**src/rtl/add_arbiter_if.sv**
```systemverilog
// Bundle of request, response and shared-adder signals for add_arbiter.
// slave is the arbiter's view; master is the requester/adder side.
interface add_arbiter_if #(
   parameter int N_REQ = 4,
   parameter int WIDTH = 32
);
   localparam int IDW = $clog2(N_REQ);

   logic [N_REQ-1:0]       req_valid;
   logic [N_REQ-1:0]       req_ready;
   logic [N_REQ*WIDTH-1:0] req_a;
   logic [N_REQ*WIDTH-1:0] req_b;
   logic [N_REQ-1:0]       rsp_valid;
   logic [WIDTH-1:0]       rsp_sum;
   logic [N_REQ-1:0]       rsp_ready;
   logic [WIDTH-1:0]       add_a;
   logic [WIDTH-1:0]       add_b;
   logic [WIDTH-1:0]       add_sum;
   logic                   busy;
   logic [IDW-1:0]         grant_id;

   modport slave (
      input  req_valid, req_a, req_b, rsp_ready, add_sum,
      output req_ready, rsp_valid, rsp_sum, add_a, add_b, busy, grant_id
   );

   modport master (
      output req_valid, req_a, req_b, rsp_ready, add_sum,
      input  req_ready, rsp_valid, rsp_sum, add_a, add_b, busy, grant_id
   );
endinterface

```
**src/rtl/add_arbiter.sv**
```systemverilog
// Round-robin arbiter sharing one registered-operand adder between N_REQ requesters.
// Define ADD_ARB_FIXED_PRIO_EN for lowest-index-wins arbitration instead of round-robin.
module add_arbiter #(
   parameter int N_REQ   = 4,
   parameter int WIDTH   = 32,
   parameter int ADD_LAT = 3
) (
   input logic          clk,
   input logic          rst_n,
   add_arbiter_if.slave bus
);
   localparam int IDW  = $clog2(N_REQ);
   localparam int CNTW = $clog2(ADD_LAT + 1);

   typedef enum logic [1:0] {
      IDLE = 2'd0,
      EXEC = 2'd1,
      RESP = 2'd2
   } state_t;

   state_t           state, state_nxt;
   logic [IDW-1:0]   ptr;
   logic [IDW-1:0]   grant_id;
   logic [IDW-1:0]   sel_id;
   logic [IDW-1:0]   scan_id;
   logic             sel_found;
   logic [CNTW-1:0]  cnt;
   logic [WIDTH-1:0] add_a, add_b, rsp_sum;
   logic [N_REQ-1:0] req_ready, rsp_valid;
   logic             req_hs, rsp_hs, cnt_done;

   function automatic logic [IDW-1:0] wrap_add(input logic [IDW-1:0] base, input int offset);
      int sum;
      sum = int'(base) + offset;
      if (sum >= N_REQ) sum = sum - N_REQ;
      return IDW'(sum);
   endfunction

   // Scanning downward from the farthest slot lets the nearest valid requester
   // at or above ptr overwrite the rest, giving a first-match without a found chain.
   // NOTE: every always_comb output gets a default first so no path leaves it unassigned (no latch).
   always_comb begin
      sel_id    = '0;
      sel_found = 1'b0;
      scan_id   = '0;
      for (int k = N_REQ - 1; k >= 0; k--) begin
         scan_id = wrap_add(ptr, k);
         if (bus.req_valid[scan_id]) begin
            sel_id    = scan_id;
            sel_found = 1'b1;
         end
      end
   end

   always_comb begin
      state_nxt = state;
      req_ready = '0;
      rsp_valid = '0;
      req_hs    = 1'b0;
      rsp_hs    = 1'b0;
      cnt_done  = 1'b0;
      unique case (state)
         IDLE: begin
            if (rst_n && sel_found) begin
               req_ready[sel_id] = 1'b1;
               req_hs            = 1'b1;
               state_nxt         = EXEC;
            end
         end
         EXEC: begin
            if (cnt == CNTW'(1)) begin
               cnt_done  = 1'b1;
               state_nxt = RESP;
            end
         end
         RESP: begin
            rsp_valid[grant_id] = 1'b1;
            if (bus.rsp_ready[grant_id]) begin
               rsp_hs    = 1'b1;
               state_nxt = IDLE;
            end
         end
         default: state_nxt = IDLE;
      endcase
   end

   // NOTE: sequential state is updated with non-blocking assignments so every register samples pre-edge values.
   always_ff @(posedge clk or negedge rst_n) begin
      if (!rst_n) begin
         state    <= IDLE;
         cnt      <= '0;
         add_a    <= '0;
         add_b    <= '0;
         rsp_sum  <= '0;
         grant_id <= '0;
      end else begin
         state <= state_nxt;
         if (req_hs) begin
            add_a    <= bus.req_a[int'(sel_id)*WIDTH +: WIDTH];
            add_b    <= bus.req_b[int'(sel_id)*WIDTH +: WIDTH];
            grant_id <= sel_id;
            cnt      <= CNTW'(ADD_LAT);
         end else if (state == EXEC) begin
            cnt <= cnt - CNTW'(1);
         end
         if (cnt_done) rsp_sum <= bus.add_sum;
      end
   end

`ifdef ADD_ARB_FIXED_PRIO_EN
   // Fixed priority: the scan always starts at requester 0.
   always_ff @(posedge clk or negedge rst_n) begin
      if (!rst_n) ptr <= '0;
      else        ptr <= '0;
   end
`else
   // The requester after the one just served gets first look next time.
   always_ff @(posedge clk or negedge rst_n) begin
      if (!rst_n) begin
         ptr <= '0;
      end else if (rsp_hs) begin
         if (grant_id == IDW'(N_REQ - 1)) ptr <= '0;
         else                             ptr <= grant_id + IDW'(1);
      end
   end
`endif

   assign bus.req_ready = req_ready;
   assign bus.rsp_valid = rsp_valid;
   assign bus.rsp_sum   = rsp_sum;
   assign bus.add_a     = add_a;
   assign bus.add_b     = add_b;
   assign bus.busy      = (state != IDLE);
   assign bus.grant_id  = grant_id;

   a_req_ready_onehot: assert property (@(posedge clk) disable iff (!rst_n) $onehot0(req_ready));
   a_rsp_valid_onehot: assert property (@(posedge clk) disable iff (!rst_n) $onehot0(rsp_valid));
   a_grant_in_range:   assert property (@(posedge clk) disable iff (!rst_n) int'(grant_id) < N_REQ);
   a_no_req_when_busy: assert property (@(posedge clk) disable iff (!rst_n) (state != IDLE) |-> (req_ready == '0));
endmodule

```
**src/flat_wrapper.sv**
```systemverilog
// flat-port wrapper written by rule: the top's interface ports become plain ports
module add_arbiter_flat 
#(
   parameter int N_REQ   = 4,
   parameter int WIDTH   = 32,
   parameter int ADD_LAT = 3
)
  (clk, rst_n, bus_req_valid, bus_req_a, bus_req_b, bus_rsp_ready, bus_add_sum, bus_req_ready, bus_rsp_valid, bus_rsp_sum, bus_add_a, bus_add_b, bus_busy, bus_grant_id);
  add_arbiter_if #(.N_REQ(N_REQ), .WIDTH(WIDTH)) bus_i ();
  input logic clk;
  input logic rst_n;
  input wire logic [$bits(bus_i.req_valid)-1:0] bus_req_valid;
  input wire logic [$bits(bus_i.req_a)-1:0] bus_req_a;
  input wire logic [$bits(bus_i.req_b)-1:0] bus_req_b;
  input wire logic [$bits(bus_i.rsp_ready)-1:0] bus_rsp_ready;
  input wire logic [$bits(bus_i.add_sum)-1:0] bus_add_sum;
  output wire logic [$bits(bus_i.req_ready)-1:0] bus_req_ready;
  output wire logic [$bits(bus_i.rsp_valid)-1:0] bus_rsp_valid;
  output wire logic [$bits(bus_i.rsp_sum)-1:0] bus_rsp_sum;
  output wire logic [$bits(bus_i.add_a)-1:0] bus_add_a;
  output wire logic [$bits(bus_i.add_b)-1:0] bus_add_b;
  output wire logic [$bits(bus_i.busy)-1:0] bus_busy;
  output wire logic [$bits(bus_i.grant_id)-1:0] bus_grant_id;
  assign bus_i.req_valid = bus_req_valid;
  assign bus_i.req_a = bus_req_a;
  assign bus_i.req_b = bus_req_b;
  assign bus_i.rsp_ready = bus_rsp_ready;
  assign bus_i.add_sum = bus_add_sum;
  assign bus_req_ready = bus_i.req_ready;
  assign bus_rsp_valid = bus_i.rsp_valid;
  assign bus_rsp_sum = bus_i.rsp_sum;
  assign bus_add_a = bus_i.add_a;
  assign bus_add_b = bus_i.add_b;
  assign bus_busy = bus_i.busy;
  assign bus_grant_id = bus_i.grant_id;
  add_arbiter #(.N_REQ(N_REQ), .WIDTH(WIDTH), .ADD_LAT(ADD_LAT)) u_core (.clk(clk), .rst_n(rst_n), .bus(bus_i));
endmodule
```
**config.mk**
```make
export PLATFORM = sky130hd
export DESIGN_NAME = add_arbiter_flat
export DESIGN_NICKNAME = d
export VERILOG_FILES = /design/src/rtl/add_arbiter_if.sv /design/src/rtl/add_arbiter.sv /design/src/flat_wrapper.sv
export SDC_FILE = /design/constraint.sdc
export NUM_CORES = 1
export LEC_CHECK = 0
export ABC_AREA = 1
export CAP_MARGIN = 20
export CORE_AREA = 2 2 171 173
export CTS_CLUSTER_DIAMETER = 100
export DETAILED_ROUTE_END_ITERATION = 10
export DIE_AREA = 0 0 173 175
export GPL_TIMING_DRIVEN = 0
export PLACE_DENSITY = 0.59
export SLEW_MARGIN = 20
export SYNTH_ARGS = -nofsm -noshare
export SYNTH_HDL_FRONTEND = slang
export SYNTH_SLANG_ARGS = --single-unit
```
**constraint.sdc**
```tcl
create_clock -name clk -period 1.7 [get_ports clk]
set_input_delay 0.255 -clock clk [delete_from_list [all_inputs] [get_ports clk]]
set_output_delay 0.255 -clock clk [all_outputs]
set_load 0.01 [all_outputs]
```
Word level (Yosys, flattened, before mapping)
Index checks and enable logic that the tools add are counted.
{"block": "word_totals", "reg_bits": 104, "latchBits": 0, "ramBits": 0, "mem_bits_ro": 0, "memories": 0}
{"block": "op_classes", "n_addsub": 9, "mul": 0, "div": 0, "magnitude_cmp": 12, "eq_ne": 7, "shifts": 2, "mux": 42, "n_bitwise": 0, "n_reduce_logical": 7}
{"op": "$shiftx 128x8->32", "count": 2}
{"op": "$mux 2", "count": 14}
{"op": "$lt 2x3->1 const B", "count": 6}
{"op": "$mux 1", "count": 17}
{"op": "$mux 4", "count": 3}
{"op": "$bmux 1 s2", "count": 5}
{"op": "$sub 2x1->2 const B", "count": 5}
{"op": "$ge 3x3->1 const B", "count": 3}
{"op": "$add 2x2->3 const B", "count": 2}
{"op": "$ne 2x1->1 const B", "count": 3}
{"op": "$pmux 2 s3", "count": 1}
{"op": "$demux 1 s2", "count": 2}
{"op": "$eq 2x1->1 const B", "count": 2}
{"op": "$eq 2x2->1 const B", "count": 2}
{"op": "$ge 2x1->1 const B", "count": 2}
{"op": "$reduce_bool 2->1", "count": 2}
{"op": "$add 2x1->3 const B", "count": 1}
{"op": "$ge 2x3->1 const B", "count": 1}
{"op": "$logic_and 1x1->1", "count": 3}
{"op": "$reduce_and 3->1", "count": 1}
{"op": "$add 2x1->2 const B", "count": 1}
{"op": "$logic_not 2->1", "count": 1}

Longest topological paths before layout
Gate-level depths: netlist (run 1).
{"block": "depth", "depth_word": 15, "ltp_mapped": 16, "ltp_nobuf": 14}

Worst setup path before layout (run 1)
No wires, ideal clock.
{"block": "synth_path", "path_type": "flip-flop to output port", "startpoint": "reg u_core.ptr[0]", "endpoint": "out bus_req_ready[0]", "t_arrival_ns": 1.694, "required_ns": 1.445, "slack_ns": -0.249, "stages_incl_launch_ff": 11, "cell_sequence": "dfrtp_1 -> buf_6 -> o21ai_1 -> nand2_1 -> nand3_1 -> nand2_1 -> nand2_1 -> nand2_2 -> buf_4 -> buf_2 -> nor3_1"}
{"block": "synth_via", "elab_chain_cells": 15, "word_cells_on_any_way": 39, "cone_classes": "add/sub (7); order compare (6); mux (24); reduce/logical (2)"}
{"item": "start, declared", "line_no": "add_arbiter.sv:22", "source": "logic [IDW-1:0] ptr;"}
{"item": "start signal, assigned", "line_no": "add_arbiter.sv:123", "source": "else ptr <= grant_id + IDW'(1);"}
{"item": "$add 2x2->3", "line_no": "add_arbiter.sv:34", "source": "sum = int'(base) + offset;"}
{"item": "$ge 3x3->1 or $sub 2x1->2 (tied branches)", "line_no": "add_arbiter.sv:35", "source": "if (sum >= N_REQ) sum = sum - N_REQ;"}
{"item": "$mux 2", "line_no": "add_arbiter.sv:35"}
{"item": "$bmux 1 s2", "line_no": "add_arbiter.sv:48", "source": "if (bus.req_valid[scan_id]) begin"}
{"item": "$mux 1 (not written as such)", "line_no": "add_arbiter.sv:48"}
{"item": "$mux 2 (4 in series)", "line_no": "add_arbiter.sv:48"}
{"item": "$lt 2x3->1 (not written as such) or $ge 2x1->1 (tied branches)", "line_no": "add_arbiter.sv:65", "source": "req_ready[sel_id] = 1'b1;"}
{"item": "$logic_and 1x1->1 (not written as such)", "line_no": "add_arbiter.sv:65"}
{"item": "$mux 1 (not written as such)", "line_no": "add_arbiter.sv:65"}
{"item": "$demux 1 s2"}
{"item": "$mux 4 (*)", "line_no": "add_arbiter.sv:64", "source": "if (rst_n && sel_found) begin"}
{"item": "$mux 4 (*)", "line_no": "add_arbiter.sv:62", "source": "unique case (state)"}
{"item": "end, declared", "line_no": "flat_wrapper.sv:17", "source": "output wire logic [$bits(bus_i.req_ready)-1:0] bus_req_ready;"}
Mark *: on every way between the ends. The rest lies on a longest branch, timed or not. The select of a mux whose other input is x is not followed.

Worst setup path in the final report (run 1)
{"block": "layout_path", "startpoint": "reg u_core.ptr[0]", "endpoint": "out bus_req_ready[3]"}
Same word-level chain as after synthesis.

==> reports/qor.csv, run 1 <==
stage,metric,value,unit
outcome,status,"complete, but fails checks",
outcome,failing checks,"negative hold slack, negative setup slack",
finish,fillcell total,2955,
global_route,vias in the first global route,8549,
yosys,area fraction of the dominant cell type after synthesis,37.25,%
finish,Post-Layout Cell Count,1860,
timing,setup TNS,-31380,ps
worst_setup_path,Reg2Reg Depth,16,
pwr,Pwr Total,23.41,mW
min_path,Hold Crit Class,primary input to asynchronous set/reset pin,
floorplan,# IOs,405,
global_route,gr usage total,20.75,%
global_route,antenna violations before repair,1,
timing,Relative slew margins,62.60,%
detailed_routing,Vias,8140,
worst_setup_path,Crit. Startpoint,u_core.ptr[0]$_DFFE_PN0P_,
clocking,H-tree depth,3,
yosys,Unique masters post-synth,28,
finish,Final nets,1775,
finish,share of layout cells above drive strength 1,13.55,%
clocking,Max clock buf depth,2,
timing,hold slack,-185.1,ps
floorplan,site row count,62,
worst_setup_path,Critical Path RT,1440,ps
detailed_routing,# DRC,0,
timing,"Min Clock Period, post-route",2334,ps
pwr,worst vdd ir,0.0007973,V
pwr,LEAKAGE,6.198,nW
yosys,most frequent cells after synthesis,"322 x nand2_1, 213 x inv_1, 199 x nand3_1, 104 x dfrtp_1, 41 x buf_2",
timing,post-route setup slack,-634.3,ps
detailed_routing,Iteration-0 DRC Markers,342,
timing,unrepaired setup endpoints after global routing,yes,
yosys,"Top FF cell, synth",dfrtp_1,
floorplan,die area,30280,sq um
clocking,Num CTS Buffers,9,
yosys,syn_area_per_cell,6.731,sq um
yosys,sequential cell area fraction in the yosys report,37.25,%
clocking,TritonCTS clock tree,done,
timing,Worst-Margin Slew,561.0,ps
yosys,async set or reset register ratio after synthesis,100.0,%
worst_setup_path,Critical Path End Type,primary output,
floorplan,core area,28390,sq um
yosys,cell taking the most area after synthesis,dfrtp_1,
clocking,CTS Root Cell,clkbuf_16,
worst_setup_path,CP cell instances,"buf_6, nand2_1, nand3_2, nand2_1, nand3_2, nand2_1, nand2_2, nand2_4, buf_8, buf_12, nand2_4, nor2_4, buf_6",
yosys,Post-synth EDFFs,0,
yosys,Area contributors post-synth,"dfrtp_1 37%, nand2_1 17%, nand3_1 14%",
yosys,Syn Inst Count,1038,
timing,Final Max Tran Viols,0,
job,max cap viols,0,
floorplan,Die X,173,um
place,Placer Congestion,0.9476,
yosys,#FFs+latches synth,104,
clocking,clk_lat worst skew,350,ps
detailed_routing,vias per inst,4.376,
clocking,clk sinks,104,
worst_setup_path,most frequent CP cell,nand2_1,
worst_setup_path,nature of the critical path startpoint,flip-flop,
yosys,Ys Warns,0,
clocking,clock transition at the registers of the reported paths,80,ps
place,final HPWL from detailed placement,24840,um
timing,clock skew,12.17,ps
yosys,synthesized cell area,6987,sq um
place,Placed Cells,1827,
detailed_routing,drt total wl,31490,um
worst_setup_path,CP peak stage delay,470,ps
finish,Layout area overhead,78.38,%
pwr,PD cells,1878,nW/um^2
global_route,first-pass GRT wire length,48760,um
finish,Finished Core Util,43.90,%
yosys,Post-Syn Nets,1341,
detailed_routing,DRT antenna net count,0,
floorplan,Starting Density,24.61,%
detailed_routing,drt wl/cell,16.93,um
worst_setup_path,kind of critical path,flip-flop to primary output,
detailed_routing,DR pass1 iterations,7,
timing,setup violators final,72,
global_route,pin count of the biggest net entering global routing,64,
worst_setup_path,CP max stage cell,dfrtp_2,
timing,fin crit share,137.3,%
place,PortBufs,404,
finish,Ant. Diodes,0,
worst_setup_path,CP Max Fanout,6,
floorplan,die height,175,um
global_route,gr ovfl total,0,
timing,FMAX,0.4284,GHz
worst_setup_path,Crit Reg-Reg Startpoint,u_core.ptr[0]$_DFFE_PN0P_,
timing,Final Hold Fails,41,
worst_setup_path,CP arrival,2080,ps
yosys,most common cell in the netlist,nand2_1,
place,post-place setup slack,-1297,ps
-- sequential cells by signal (all words and copies together) (netlist names) --
name,count
u_core.cnt,2
u_core.state,2
u_core.bus.add_a,32
u_core.bus.rsp_sum,32
u_core.bus.grant_id,2
u_core.ptr,2
u_core.bus.add_b,32
-- final timing paths --
check,end,slack (ps)
worst max-delay path,bus_req_ready[3],-630
worst min-delay path,u_core.bus.add_a[26]$_DFFE_PN0P_,-190
worst max register to register,u_core.bus.add_a[5]$_DFFE_PN0P_,-520
worst min register to register,u_core.bus.add_a[0]$_DFFE_PN0P_,480
max in group asynchronous,u_core.bus.add_a[9]$_DFFE_PN0P_,1190
min in group clk,u_core.bus.add_a[0]$_DFFE_PN0P_,480
-- metrics by stage --
step | cell area (sq um) | hold WS [ps]
finish | 12460 | -185.1
global route | 12460 | -169.6
CTS | 12380 | -172.5
detailed placement | 11720 | 221.7
global placement | 11690 | 461.4
floorplan | 7168 | -40.59
-- critical path, delay by kind of cell (launching register included) --
kind | cells | cell delay [ps]
simple gates | 9 | 780
buf+inv | 4 | 480
flops | 1 | 470
-- placed cells by master, fill, tap and decap left out, drive strengths merged --
| master | Yosys | layout |
|---|---|---|
| ha | 5 | 5 |
| mux2 | 32 | 32 |
| clkinvlp | 0 | 3 |
| dlygate4sd2 | 0 | 1 |
| clkdlybuf4s50 | 0 | 393 |
| o21ai | 11 | 11 |
| clkbuf | 12 | 23 |
| dfrtp | 104 | 104 |
| a32o | 1 | 1 |
| buf | 49 | 74 |
| o211ai | 32 | 32 |
| nand3 | 199 | 199 |
| nor3 | 1 | 1 |
| a21boi | 1 | 1 |
| clkdlybuf4s15 | 0 | 1 |
| nor2 | 15 | 15 |
| inv | 215 | 217 |
| nand2 | 325 | 325 |
| or2 | 33 | 33 |
| dlymetal6s2s | 0 | 1 |
| a21oi | 2 | 2 |
| clkinv | 1 | 2 |
-- cell type report --
| class | count | area [sq um] | area share [%] |
|---|---|---|---|
| repair buffers | 423 | 4222 | 33.87 |
| multi-input cells | 657 | 3425 | 27.48 |
| flip-flops and latches | 104 | 2605 | 20.90 |
| inverters | 216 | 828.3 | 6.646 |
| plain buffers | 61 | 624.3 | 5.010 |
| well taps | 384 | 480.5 | 3.855 |
| clock buffers | 9 | 225.2 | 1.807 |
| clock inverters | 6 | 53.80 | 0.4317 |
-- repair_timing --
item                       4_1_cts  5_1_grt
hold endpoints to repair        41       41
setup endpoints to repair      107      100
gates resized for setup        112       21
cloned                           1        1
pin swaps                       17        1
buffers inserted                15        1
-- cells by family after synthesis --
group | synth area share, %
adders and majority gates | 0.8954
muxes | 5.158
and+or+nand+nor | 35.80
DFF | 37.25
AOI/OAI and AO/OA | 4.835
buffers and inverters | 16.06
-- per-layer routing --
| metal | track usage, % | up-vias | wire length (um) |
|---|---|---|---|
| li1 | - | 4041 | - |
| met1 | 25.00 | 3752 | 13440 |
| met2 | 36.43 | 315 | 15200 |
| met3 | 5.788 | 30 | 2373 |
| met4 | 5.261 | 2 | 459 |
| met5 | 0 | - | 13 |
-- power by group --
| group | switching, mW | internal (mW) |
|---|---|---|
| logic | 9.05 | 7.83 |
| registers | 0.705 | 3.74 |
| clock network | 1.07 | 1.01 |
Power figures use the tool's default switching activity.
==> run 2: changes to the inputs <==
--- a/config.mk
+++ b/config.mk
@@ -13,7 +13,7 @@
 export DIE_AREA = 0 0 173 175
 export GPL_TIMING_DRIVEN = 0
 export PLACE_DENSITY = 0.59
-export SLEW_MARGIN = 20
+export SLEW_MARGIN = 0
 export SYNTH_ARGS = -nofsm -noshare
 export SYNTH_HDL_FRONTEND = slang
 export SYNTH_SLANG_ARGS = --single-unit
==> results of run 2 <==
Final layout, timing and power as in run 1 (identical DEF).
==> run 3: changes to the inputs <==
--- a/config.mk
+++ b/config.mk
@@ -7,12 +7,13 @@
 export LEC_CHECK = 0
 export ABC_AREA = 1
 export CAP_MARGIN = 20
-export CORE_AREA = 2 2 171 173
+export CORE_AREA = 2 2 158 160
 export CTS_CLUSTER_DIAMETER = 100
 export DETAILED_ROUTE_END_ITERATION = 10
-export DIE_AREA = 0 0 173 175
+export DIE_AREA = 0 0 160 162
+export GPL_ROUTABILITY_DRIVEN = 0
 export GPL_TIMING_DRIVEN = 0
-export PLACE_DENSITY = 0.59
+export PLACE_DENSITY = 0.67
 export SLEW_MARGIN = 0
 export SYNTH_ARGS = -nofsm -noshare
 export SYNTH_HDL_FRONTEND = slang
==> run 3 against run 2 <==
The flow still finishes with violations (negative hold slack, negative setup slack). Clock-buffer cell count rose by 1. Die area down 14%. Clock power is essentially flat. Global-route usage rose by 2.1 points. Combinational power is essentially flat. Sequential power is essentially flat. Hold slack gained 45 ps. Non-clock buffer count up 10. Highest routed layer is now met4.
==> reports/qor.csv, run 3 (synthesized netlist as in run 1, its figures left out) <==
stage,metric,value,unit,change
outcome,status,"complete, but fails checks",,
outcome,failing checks,"negative hold slack, negative setup slack",,
global_route,first-pass GRT wire length,45860,um,-5.9%
clocking,clk sinks,104,,unchanged
detailed_routing,drt wl/cell,17.01,um,+0.49%
global_route,vias in the first global route,8323,,-2.6%
job,max cap viols,0,,unchanged
timing,"Min Clock Period, post-route",2328,ps,-5.867 ps
floorplan,site row count,57,,-8.1%
floorplan,core area,24110,sq um,-15%
place,Placed Cells,1767,,-3.3%
worst_setup_path,Critical Path End Type,primary output,,
timing,Final Max Tran Viols,0,,unchanged
timing,unrepaired setup endpoints after global routing,yes,,
pwr,worst vdd ir,0.0007211,V,-9.6%
place,final HPWL from detailed placement,24130,um,-2.9%
finish,Finished Core Util,51.99,%,+8.1 points
timing,fin crit share,137.0,%,-0.35 points
finish,"commonest non-fill, non-tap cell in the layout",clkdlybuf4s50_1,,
clocking,TritonCTS clock tree,done,,
finish,Post-Layout Cell Count,1814,,-2.5%
detailed_routing,DRT antenna net count,0,,unchanged
global_route,gr usage total,22.87,%,+2.1 points
detailed_routing,vias per inst,4.552,,+4.0%
worst_setup_path,CP Max Fanout,6,,unchanged
clocking,Max clock buf depth,2,,unchanged
floorplan,die height,162,um,-7.4%
timing,FMAX,0.4295,GHz,+0.25%
floorplan,# IOs,405,,unchanged
detailed_routing,Vias,8257,,+1.4%
finish,registers with the most flip-flops,"u_core.bus.add_a (32), u_core.bus.add_b (32), u_core.bus.rsp_sum (32)",,
global_route,gr ovfl total,0,,unchanged
worst_setup_path,nature of the critical path startpoint,flip-flop,,
floorplan,Die X,160,um,-7.5%
worst_setup_path,kind of critical path,flip-flop to primary output,,
floorplan,die area,25920,sq um,-14%
detailed_routing,Iteration-0 DRC Markers,351,,+2.6%
timing,Worst-Margin Slew,548.4,ps,-12.59 ps
clocking,clk_lat worst skew,350,ps,about the same
timing,post-route setup slack,-628.4,ps,+5.867 ps
floorplan,Starting Density,28.98,%,+4.4 points
worst_setup_path,CP arrival,2070,ps,about the same
timing,clock skew,9.340,ps,-2.827 ps
finish,fillcell total,2362,,-20%
clocking,Num CTS Buffers,9,,unchanged
pwr,Pwr Total,23.41,mW,about the same
min_path,Hold Crit Class,primary input to asynchronous set/reset pin,,
pwr,LEAKAGE,6.271,nW,+1.2%
finish,Layout area overhead,79.37,%,
global_route,antenna violations before repair,3,,+2
timing,Final Hold Fails,54,,+32%
timing,hold slack,-139.8,ps,+45.35 ps
detailed_routing,drt total wl,30860,um,-2.0%
finish,most frequent cells in the layout,"392 x clkdlybuf4s50_1, 303 x nand2_1, 206 x inv_1",,
clocking,CTS Root Cell,clkbuf_16,,
global_route,pin count of the biggest net entering global routing,56,,-13%
clocking,clock transition at the registers of the reported paths,80,ps,about the same
finish,share of layout cells above drive strength 1,14.59,%,+1.0 points
clocking,H-tree depth,3,,unchanged
pwr,PD cells,1868,nW/um^2,-0.55%
detailed_routing,DR pass1 iterations,5,,-2
worst_setup_path,Critical Path RT,1440,ps,about the same
finish,Final nets,1785,,+0.56%
timing,setup violators final,72,,unchanged
timing,setup TNS,-32000,ps,-621.2 ps
timing,Relative slew margins,63.44,%,+0.84 points
detailed_routing,# DRC,0,,unchanged
place,PortBufs,404,,unchanged
-- run 3: cell types whose count changed in the layout (fill, tap and decap cells not counted), sizes merged --
cell and delta:
clkinv +3, buf +9, clkbuf +1, dlymetal6s2s +1, clkdlybuf4s50 -1, diode +3, bufbuf +1, clkinvlp -3
-- run 3: worst paths after layout --
path | from | endpoint | slack [ps] | cells past startpoint
max | u_core.ptr[0]$_DFFE_PN0P_ | bus_req_ready[3] | -630 | 13
min | rst_n | u_core.bus.rsp_sum[6]$_DFFE_PN0P_ | -140 | 1
max reg2reg | u_core.ptr[0]$_DFFE_PN0P_ | u_core.bus.add_a[6]$_DFFE_PN0P_ | -530 | 16
min reg2reg | u_core.bus.add_a[3]$_DFFE_PN0P_ | u_core.bus.add_a[3]$_DFFE_PN0P_ | 480 | 2
max in group asynchronous | rst_n | u_core.bus.grant_id[0]$_DFFE_PN0P_ | 1140 | 2
min in group clk | u_core.bus.add_a[3]$_DFFE_PN0P_ | u_core.bus.add_a[3]$_DFFE_PN0P_ | 480 | 2
-- run 3: timing repair --
action | CTS | global route
setup endpoints to repair | 108 | 79
setup buffers | 17 | 8
pin swaps | 22 | 10
cloned | 2 | 1
hold endpoints to repair | 54 | 54
gates resized for setup | 105 | 36
-- run 3: where the power goes --
group          internal, mW  total [mW]  switching [mW]
combinational          7.86        16.9            9.00
sequential             3.74        4.44           0.698
clock                  1.06        2.10            1.04
-- run 3: critical path, stage by stage, from the launching register on --
cell and delay (ps):
dfrtp_2 480, buf_6 160, nand2_2 80, nand3_4 80
nand2_2 90, nand3_2 90, nand2_2 80, nand2_2 70
nand2_4 100, buf_8 110, buf_12 120, nand2_8 60
nor2_4 80, buf_6 100
-- run 3: routing by layer --
metal	part of all wire [%]	wire length, um	GRT usage [%]
met3	7.4	2287	5.797
met1	39	12190	25.81
met2	51	15690	42.70
met4	2.2	693	6.388
met5	0	0	0
-- run 3: per-stage QoR --
stage | hold slack [ps] | setup slack [ps] | area [sq um]
floorplan | -40.59 | -108.4 | 7168
global placement | 461.8 | -4939 | 11620
detailed placement | 259.2 | -1265 | 11650
CTS | -137.1 | -594.8 | 12340
global route | -118.4 | -744.0 | 12530
finish | -139.8 | -628.4 | 12530
-- run 3: layout make-up --
class	instances	area, sq um	area share (%)
diodes	3	7.507	0.05990
plain buffers	61	593.1	4.732
clock buffers	10	239.0	1.907
clock inverters	6	52.55	0.4193
inverters	216	820.8	6.550
multi-input cells	657	3460	27.61
flip-flops and latches	104	2605	20.79
well taps	324	405.4	3.235
repair buffers	433	4349	34.70
